--- src/rtl/adc_spi_responder.sv ---
// Serial ADC stand-in: answers a 16-clock SPI frame with {zeros, ch[n]}, MSB first.
// Latency: dout follows an sclk falling edge by SYNC_STAGES+1 clk; frame pulses SYNC_STAGES+1 clk after the causing edge.
// Backpressure: none; the reader owns the pace, clk must run at least 8x sclk.
module adc_spi_responder #(
  parameter int DATA_W      = 12,
  parameter int SYNC_STAGES = 2
) (
  input  logic              clk,
  input  logic              rst,
  input  logic              cs,
  input  logic              sclk,
  input  logic              din,
  input  logic [DATA_W-1:0] ch0,
  input  logic [DATA_W-1:0] ch1,
  input  logic [DATA_W-1:0] ch2,
  input  logic [DATA_W-1:0] ch3,
  output logic              dout,
  output logic              dout_en,
  output logic [1:0]        cur_ch,
  output logic              frame_done,
  output logic              frame_err
);

  localparam int FRAME_BITS = 16;

  typedef enum logic [1:0] {
    IDLE   = 2'd0,
    ACTIVE = 2'd1,
    DONE   = 2'd2
  } state_t;

  state_t state, next_state;

  logic [SYNC_STAGES-1:0] cs_sync, sclk_sync, din_sync;
  logic                   cs_q, sclk_q;
  logic                   cs_s, sclk_s, din_s;
  logic                   cs_fall, cs_rise, sclk_fall, sclk_rise;

  logic [FRAME_BITS-1:0]  word;
  logic [4:0]             bit_cnt;
  logic [1:0]             addr_sr;
  logic [1:0]             next_ch;
  logic [DATA_W-1:0]      ch_sel;
  logic                   load, done_set, err_set;

  // Bring the reader's pins into the clk domain; idle values match an idle bus.
  always_ff @(posedge clk or negedge rst) begin
    if (!rst) begin
      cs_sync   <= '1;
      sclk_sync <= '1;
      din_sync  <= '0;
      cs_q      <= 1'b1;
      sclk_q    <= 1'b1;
    end else begin
      cs_sync[0]   <= cs;
      sclk_sync[0] <= sclk;
      din_sync[0]  <= din;
      for (int i = 1; i < SYNC_STAGES; i++) begin
        cs_sync[i]   <= cs_sync[i-1];
        sclk_sync[i] <= sclk_sync[i-1];
        din_sync[i]  <= din_sync[i-1];
      end
      cs_q   <= cs_sync[SYNC_STAGES-1];
      sclk_q <= sclk_sync[SYNC_STAGES-1];
    end
  end

  assign cs_s      = cs_sync[SYNC_STAGES-1];
  assign sclk_s    = sclk_sync[SYNC_STAGES-1];
  assign din_s     = din_sync[SYNC_STAGES-1];
  assign cs_fall   = cs_q & ~cs_s;
  assign cs_rise   = ~cs_q & cs_s;
  assign sclk_fall = sclk_q & ~sclk_s;
  assign sclk_rise = ~sclk_q & sclk_s;

  // Pick the channel that the next frame will convert.
  always_comb begin
    ch_sel = ch0;
    case (next_ch)
      2'd0:    ch_sel = ch0;
      2'd1:    ch_sel = ch1;
      2'd2:    ch_sel = ch2;
      default: ch_sel = ch3;
    endcase
  end

  // Frame state register.
  always_ff @(posedge clk or negedge rst) begin
    if (!rst) state <= IDLE;
    else      state <= next_state;
  end

  // Next-state decode; in IDLE only cs is looked at, so a coincident sclk edge is dropped.
  always_comb begin
    next_state = state;
    load       = 1'b0;
    done_set   = 1'b0;
    err_set    = 1'b0;
    case (state)
      IDLE: begin
        if (cs_fall) begin
          next_state = ACTIVE;
          load       = 1'b1;
        end
      end
      ACTIVE: begin
        if (cs_rise) begin
          next_state = IDLE;
          err_set    = 1'b1;
        end else if (sclk_rise && bit_cnt == 5'(FRAME_BITS - 1)) begin
          next_state = DONE;
          done_set   = 1'b1;
        end
      end
      DONE: begin
        if (cs_rise) next_state = IDLE;
      end
      default: next_state = IDLE;
    endcase
  end

  // Datapath: result shifter, edge counter, address capture and status pulses.
  // Only ADD1/ADD0 matter, so a 2-bit shifter clocked on rising edges 1..5 keeps exactly edges 4 and 5.
  // word is zeroed whenever no result bit is due, which makes dout = word[15] read 0 outside a frame.
  always_ff @(posedge clk or negedge rst) begin
    if (!rst) begin
      word       <= '0;
      bit_cnt    <= '0;
      addr_sr    <= '0;
      next_ch    <= '0;
      cur_ch     <= '0;
      dout_en    <= 1'b0;
      frame_done <= 1'b0;
      frame_err  <= 1'b0;
    end else begin
      frame_done <= done_set;
      frame_err  <= err_set;
      case (state)
        IDLE: begin
          if (load) begin
            word    <= FRAME_BITS'(ch_sel);
            cur_ch  <= next_ch;
            bit_cnt <= '0;
            addr_sr <= '0;
            dout_en <= 1'b1;
          end
        end
        ACTIVE: begin
          if (cs_rise) begin
            word    <= '0;
            bit_cnt <= '0;
            dout_en <= 1'b0;
          end else if (sclk_rise) begin
            bit_cnt <= bit_cnt + 5'd1;
            if (bit_cnt < 5'd5) addr_sr <= {addr_sr[0], din_s};
            if (done_set) begin
              next_ch <= addr_sr;
              word    <= '0;
            end
          end else if (sclk_fall && bit_cnt != 5'd0) begin
            word <= {word[FRAME_BITS-2:0], 1'b0};
          end
        end
        DONE: begin
          if (cs_rise) begin
            bit_cnt <= '0;
            dout_en <= 1'b0;
          end
        end
        default: begin
          word    <= '0;
          dout_en <= 1'b0;
        end
      endcase
    end
  end

  assign dout = word[FRAME_BITS-1];

endmodule
--- config.mk ---
export PLATFORM = sky130hd
export DESIGN_NAME = adc_spi_responder
export DESIGN_NICKNAME = d
export VERILOG_FILES = /design/src/rtl/adc_spi_responder.sv
export SDC_FILE = /design/constraint.sdc
export NUM_CORES = 1
export LEC_CHECK = 0
export ABC_AREA = 1
export CAP_MARGIN = 20
export CORE_MARGIN = 2
export CORE_UTILIZATION = 45
export CTS_BUF_LIST = sky130_fd_sc_hd__clkbuf_2 sky130_fd_sc_hd__clkbuf_4 sky130_fd_sc_hd__clkbuf_8
export CTS_CLUSTER_DIAMETER = 120
export DETAILED_ROUTE_END_ITERATION = 6
export DONT_BUFFER_PORTS = 1
export GPL_ROUTABILITY_DRIVEN = 0
export PLACE_DENSITY = 0.63
export SYNTH_ARGS = -nofsm -noshare
export SYNTH_HDL_FRONTEND = slang
export SYNTH_SLANG_ARGS = --single-unit
--- constraint.sdc ---
create_clock -name clk -period 3.05 [get_ports clk]
set_clock_uncertainty 0.15 [all_clocks]
set_input_delay 0.305 -clock clk [delete_from_list [all_inputs] [get_ports clk]]
set_output_delay 0.305 -clock clk [all_outputs]
set_load 0.005 [all_outputs]
==> load_flow_metrics.sql <==
INSERT INTO impl_metrics (metric_group, metric, value, unit) VALUES
('synthesis', 'yosysTopAreaCell', 'sky130_fd_sc_hd__dfrtp_1', ''),
('synthesis', 'fraction_of_the_yosys_area_taken_by_sequential_cells', '44.0', '%'),
('final_layout', 'finish.utilization', '50.9', '%'),
('synthesis', 'synth_nets', '372', ''),
('pwr', 'leakage', '1.25', 'nW'),
('synthesis', 'yosys_register_bits', '40', ''),
('sta', 'worstMarginPinSlew', '0.689', 'ns'),
('sta', 'max_slew_margin', '53.9', '%'),
('setup_path', 'path_class', 'register to register', ''),
('pwr', 'total_power', '1.74', 'mW'),
('final_layout', 'antenna_cells_inserted', '0', ''),
('global_route', 'grt_antenna_before_repair', '0', ''),
('floorplanning', 'die-area', '5680', 'sq um'),
('clock_network', 'ctsLongestPathBuffers', '2', ''),
('final_layout', 'fin_area', '2450', 'sq um'),
('detailed_routing', 'detail_route.wirelength', '4.99', 'mm'),
('global_route', 'overflow', '0', ''),
('detailed_routing', 'via_count', '1916', ''),
('synthesis', 'post-synth-top-area-fraction', '37.1', '%'),
('setup_path', 'worst_r2r_path_depth', '10', ''),
('detailed_routing', 'post-route-drc-count', '0', ''),
('detailed_routing', 'detailedRoute.firstIterationViolations', '118', ''),
('sta', 'final-setup-viol-count', '0', ''),
('clock_network', 'path_clk_slew', '0.08', 'ns'),
('synthesis', 'postSynthCellCount', '313', ''),
('final_layout', 'num-nets-final', '374', ''),
('clock_network', 'cts_htree_levels', '2', ''),
('global_route', 'grt_pass1_vias', '1695', ''),
('synthesis', 'syn_area_per_cell', '7.32', 'sq um'),
('sta', 'final_max_slew_viol_count', '0', ''),
('min_path', 'timing.hold.worst.start', 'ch1[0]', ''),
('final_layout', 'post_route_cells_drive_above_1_share', '12.0', '%'),
('setup_path', 'worst_setup_path_endpoint', 'word[2]', ''),
('floorplanning', 'pin_count', '59', ''),
('final_layout', 'layout.cells.non_filler', '383', ''),
('setup_path', 'crit-reg2reg-launch', 'bit_cnt[1]', ''),
('min_path', 'hold_path_class', 'primary input to register', ''),
('clock_network', 'worstSkewPairLatency', '0.29', 'ns'),
('placed_design', 'hpwlAfterDp', '3.65', 'mm'),
('floorplanning', 'placeable_core_area', '4820', 'sq um'),
('setup_path', 'cp.required', '3.13', 'ns'),
('floorplanning', 'floorplan_die_width', '75.4', 'um'),
('synthesis', 'yosysUniqueCellTypes', '25', ''),
('sta', 'rsz0062_at_grt', 'no', ''),
('global_route', 'gr-usage-all-layers', '18.6', '%'),
('detailed_routing', 'postRouteAntennaNets', '0', ''),
('job', 'cap_viol_max_count', '0', ''),
('pwr', 'p_per_area', '710', 'nW/um^2'),
('setup_path', 'worstPathArrival', '2.07', 'ns'),
('synthesis', 'yosys-top-cells-area', 'sky130_fd_sc_hd__dfrtp_1 (37%), sky130_fd_sc_hd__nand2_1 (21%), sky130_fd_sc_hd__dfstp_2 (6.9%)', ''),
('sta', 'layout_min_cycle_time', '1.99', 'ns'),
('sta', 'clock.fmax', '0.502', 'GHz'),
('final_layout', 'synthesis_to_layout_area_growth', '7.05', '%'),
('setup_path', 'worst_setup_path_startpoint', 'bit_cnt[1]', ''),
('status', 'run_status', 'finished, final reports clean', ''),
('sta', 'setup_tns', '0', 'ns'),
('global_route', 'grt_pass1_wl', '7.91', 'mm'),
('detailed_routing', 'via_per_inst', '5.00', ''),
('clock_network', 'tritoncts.num_buffers', '5', ''),
('sta', 'post-route-period-util', '65.3', '%'),
('final_layout', 'final.fill_count', '503', ''),
('sta', 'timing.final.hold_violations', '0', ''),
('floorplanning', 'floorplan.die.height', '75.4', 'um'),
('clock_network', 'postCtsResizedCells', '0', ''),
('setup_path', 'critical_path_maximum_fanout', '11', ''),
('synthesis', 'synth-warning-count', '0', ''),
('placed_design', 'numPlacedInstances', '370', ''),
('setup_path', 'critPathCaptureType', 'register', ''),
('floorplanning', 'starting_utilization_of_the_core_area', '47.6', '%'),
('clock_network', 'tritoncts_clock_tree', 'built', ''),
('placed_design', 'placement.cell_area', '2300', 'sq um'),
('setup_path', 'regToRegEndpoint', 'word[2]', ''),
('detailed_routing', 'dr.pass1.iters', '4', ''),
('global_route', 'grt_start_max_net_pins', '41', ''),
('clock_network', 'ctsRootBufferMaster', 'sky130_fd_sc_hd__clkbuf_8', ''),
('pwr', 'vdd.ir_drop.worst', '0.000290', 'V'),
('setup_path', 'timing.critical_path.from_type', 'register', ''),
('detailed_routing', 'post_drt_wl_per_cell', '13.0', 'um'),
('synthesis', 'mappedNetlistArea', '2290', 'sq um'),
('placed_design', 'numPortBuffers', '0', ''),
('clock_network', 'clkSinkCount', '40', ''),
('floorplanning', 'num_rows', '25', ''),
('setup_path', 'reg2reg_slack', '1.06', 'ns');
## power breakdown
group	leakage, nW	internal [mW]	total, mW	switching, mW
sequential	0.512	0.655	0.735	0.0801
clock	0.0491	0.178	0.351	0.173
combinational	0.687	0.214	0.655	0.441
## layer usage
layer	track usage [%]	vias up	wire, um
met5	0	-	0
met4	6.43	0	70
met3	4.10	8	338
met2	27.6	62	2180
met1	26.9	869	2400
li1	-	977	-
## cells by family after synthesis
| group | Yosys count | synth area share [%] |
|---|---|---|
| buffers and inverters | 31 | 6.55 |
| AND/OR/NAND/NOR | 204 | 38.3 |
| flip-flops | 40 | 44.0 |
| adder cells (fa/ha/maj) | 6 | 3.28 |
| AO/OA/AOI/OAI | 32 | 7.86 |
## worst min-delay path by stage
stage                      end  cells after the start
CTS                    word[0]                      4
finish                 word[0]                      4
floorplan           addr_sr[0]                      0
detailed placement   frame_err                      0
global route           word[0]                      4
global placement     frame_err                      0
## synth_stat cells
cell,n
sky130_fd_sc_hd__clkbuf_1,3
sky130_fd_sc_hd__nand4_1,2
sky130_fd_sc_hd__nor2_2,3
sky130_fd_sc_hd__o21ai_0,24
sky130_fd_sc_hd__inv_2,3
sky130_fd_sc_hd__o21ai_1,1
sky130_fd_sc_hd__buf_4,1
sky130_fd_sc_hd__nand2_4,3
sky130_fd_sc_hd__nor2_1,38
sky130_fd_sc_hd__inv_1,18
sky130_fd_sc_hd__a21oi_1,1
sky130_fd_sc_hd__buf_8,1
sky130_fd_sc_hd__nor3b_1,1
sky130_fd_sc_hd__nand3_1,20
sky130_fd_sc_hd__ha_1,6
sky130_fd_sc_hd__nand2_1,128
sky130_fd_sc_hd__buf_6,2
sky130_fd_sc_hd__nor2_8,1
sky130_fd_sc_hd__o22ai_1,1
sky130_fd_sc_hd__nand3_4,1
sky130_fd_sc_hd__o21ai_2,5
sky130_fd_sc_hd__dfrtp_1,34
sky130_fd_sc_hd__nand2_2,7
sky130_fd_sc_hd__buf_2,3
sky130_fd_sc_hd__dfstp_2,6
## timing repair
item | 4_1_cts | 5_1_grt
setup buffers | 0 | 0
hold endpoints to repair | 43 | 0
hold buffers | 5 | 0
## state kept, by name (all words and copies together) (netlist names), 2 cells and up
name,cells
addr_sr,2
bit_cnt,5
cs_sync,2
cur_ch,2
din_sync,2
next_ch,2
sclk_sync,2
state,2
word,16
## worst max-delay path, cell delays in order (launching register included)
cell and delay [ns]:
sky130_fd_sc_hd__dfrtp_1 0.43, sky130_fd_sc_hd__ha_1 0.20, sky130_fd_sc_hd__nand2_1 0.07, sky130_fd_sc_hd__nor2_1 0.10, sky130_fd_sc_hd__ha_1 0.14, sky130_fd_sc_hd__inv_1 0.05
sky130_fd_sc_hd__nand4_1 0.15, sky130_fd_sc_hd__nand2_1 0.09, sky130_fd_sc_hd__nor2_2 0.38, sky130_fd_sc_hd__nand2_1 0.11, sky130_fd_sc_hd__nand2_1 0.08
## area by class of cell
type / count / area (sq um) / area share (%)
multi-input cells: 242 / 1130 / 46.2
inverters: 21 / 78.8 / 3.21
well taps: 67 / 83.8 / 3.42
clock inverters: 1 / 5.00 / 0.204
flip-flops and latches: 40 / 1010 / 41.1
repair buffers: 5 / 60.1 / 2.45
clock buffers: 7 / 83.8 / 3.42
## cell usage in the layout (no fill, tap or decap), types with 5 or more instances in the layout
cell / n
sky130_fd_sc_hd__nand2_1: 128
sky130_fd_sc_hd__ha_1: 6
sky130_fd_sc_hd__dfstp_2: 6
sky130_fd_sc_hd__inv_1: 18
sky130_fd_sc_hd__dfrtp_1: 34
sky130_fd_sc_hd__nor2_1: 38
sky130_fd_sc_hd__nand2_2: 7
sky130_fd_sc_hd__clkbuf_8: 5
sky130_fd_sc_hd__o21ai_2: 5
sky130_fd_sc_hd__nand3_1: 20
sky130_fd_sc_hd__o21ai_0: 24
## per-stage QoR
stage	setup WS, ns	hold slack, ns
3_3_place_gp	1.08	-0.139
3_5_place_dp	1.06	-0.140
5_1_grt	0.817	0.190
2_1_floorplan	1.32	-0.141
6_report	1.06	0.149
4_1_cts	1.05	0.149
No activity file was read; power rests on OpenSTA's default activity.
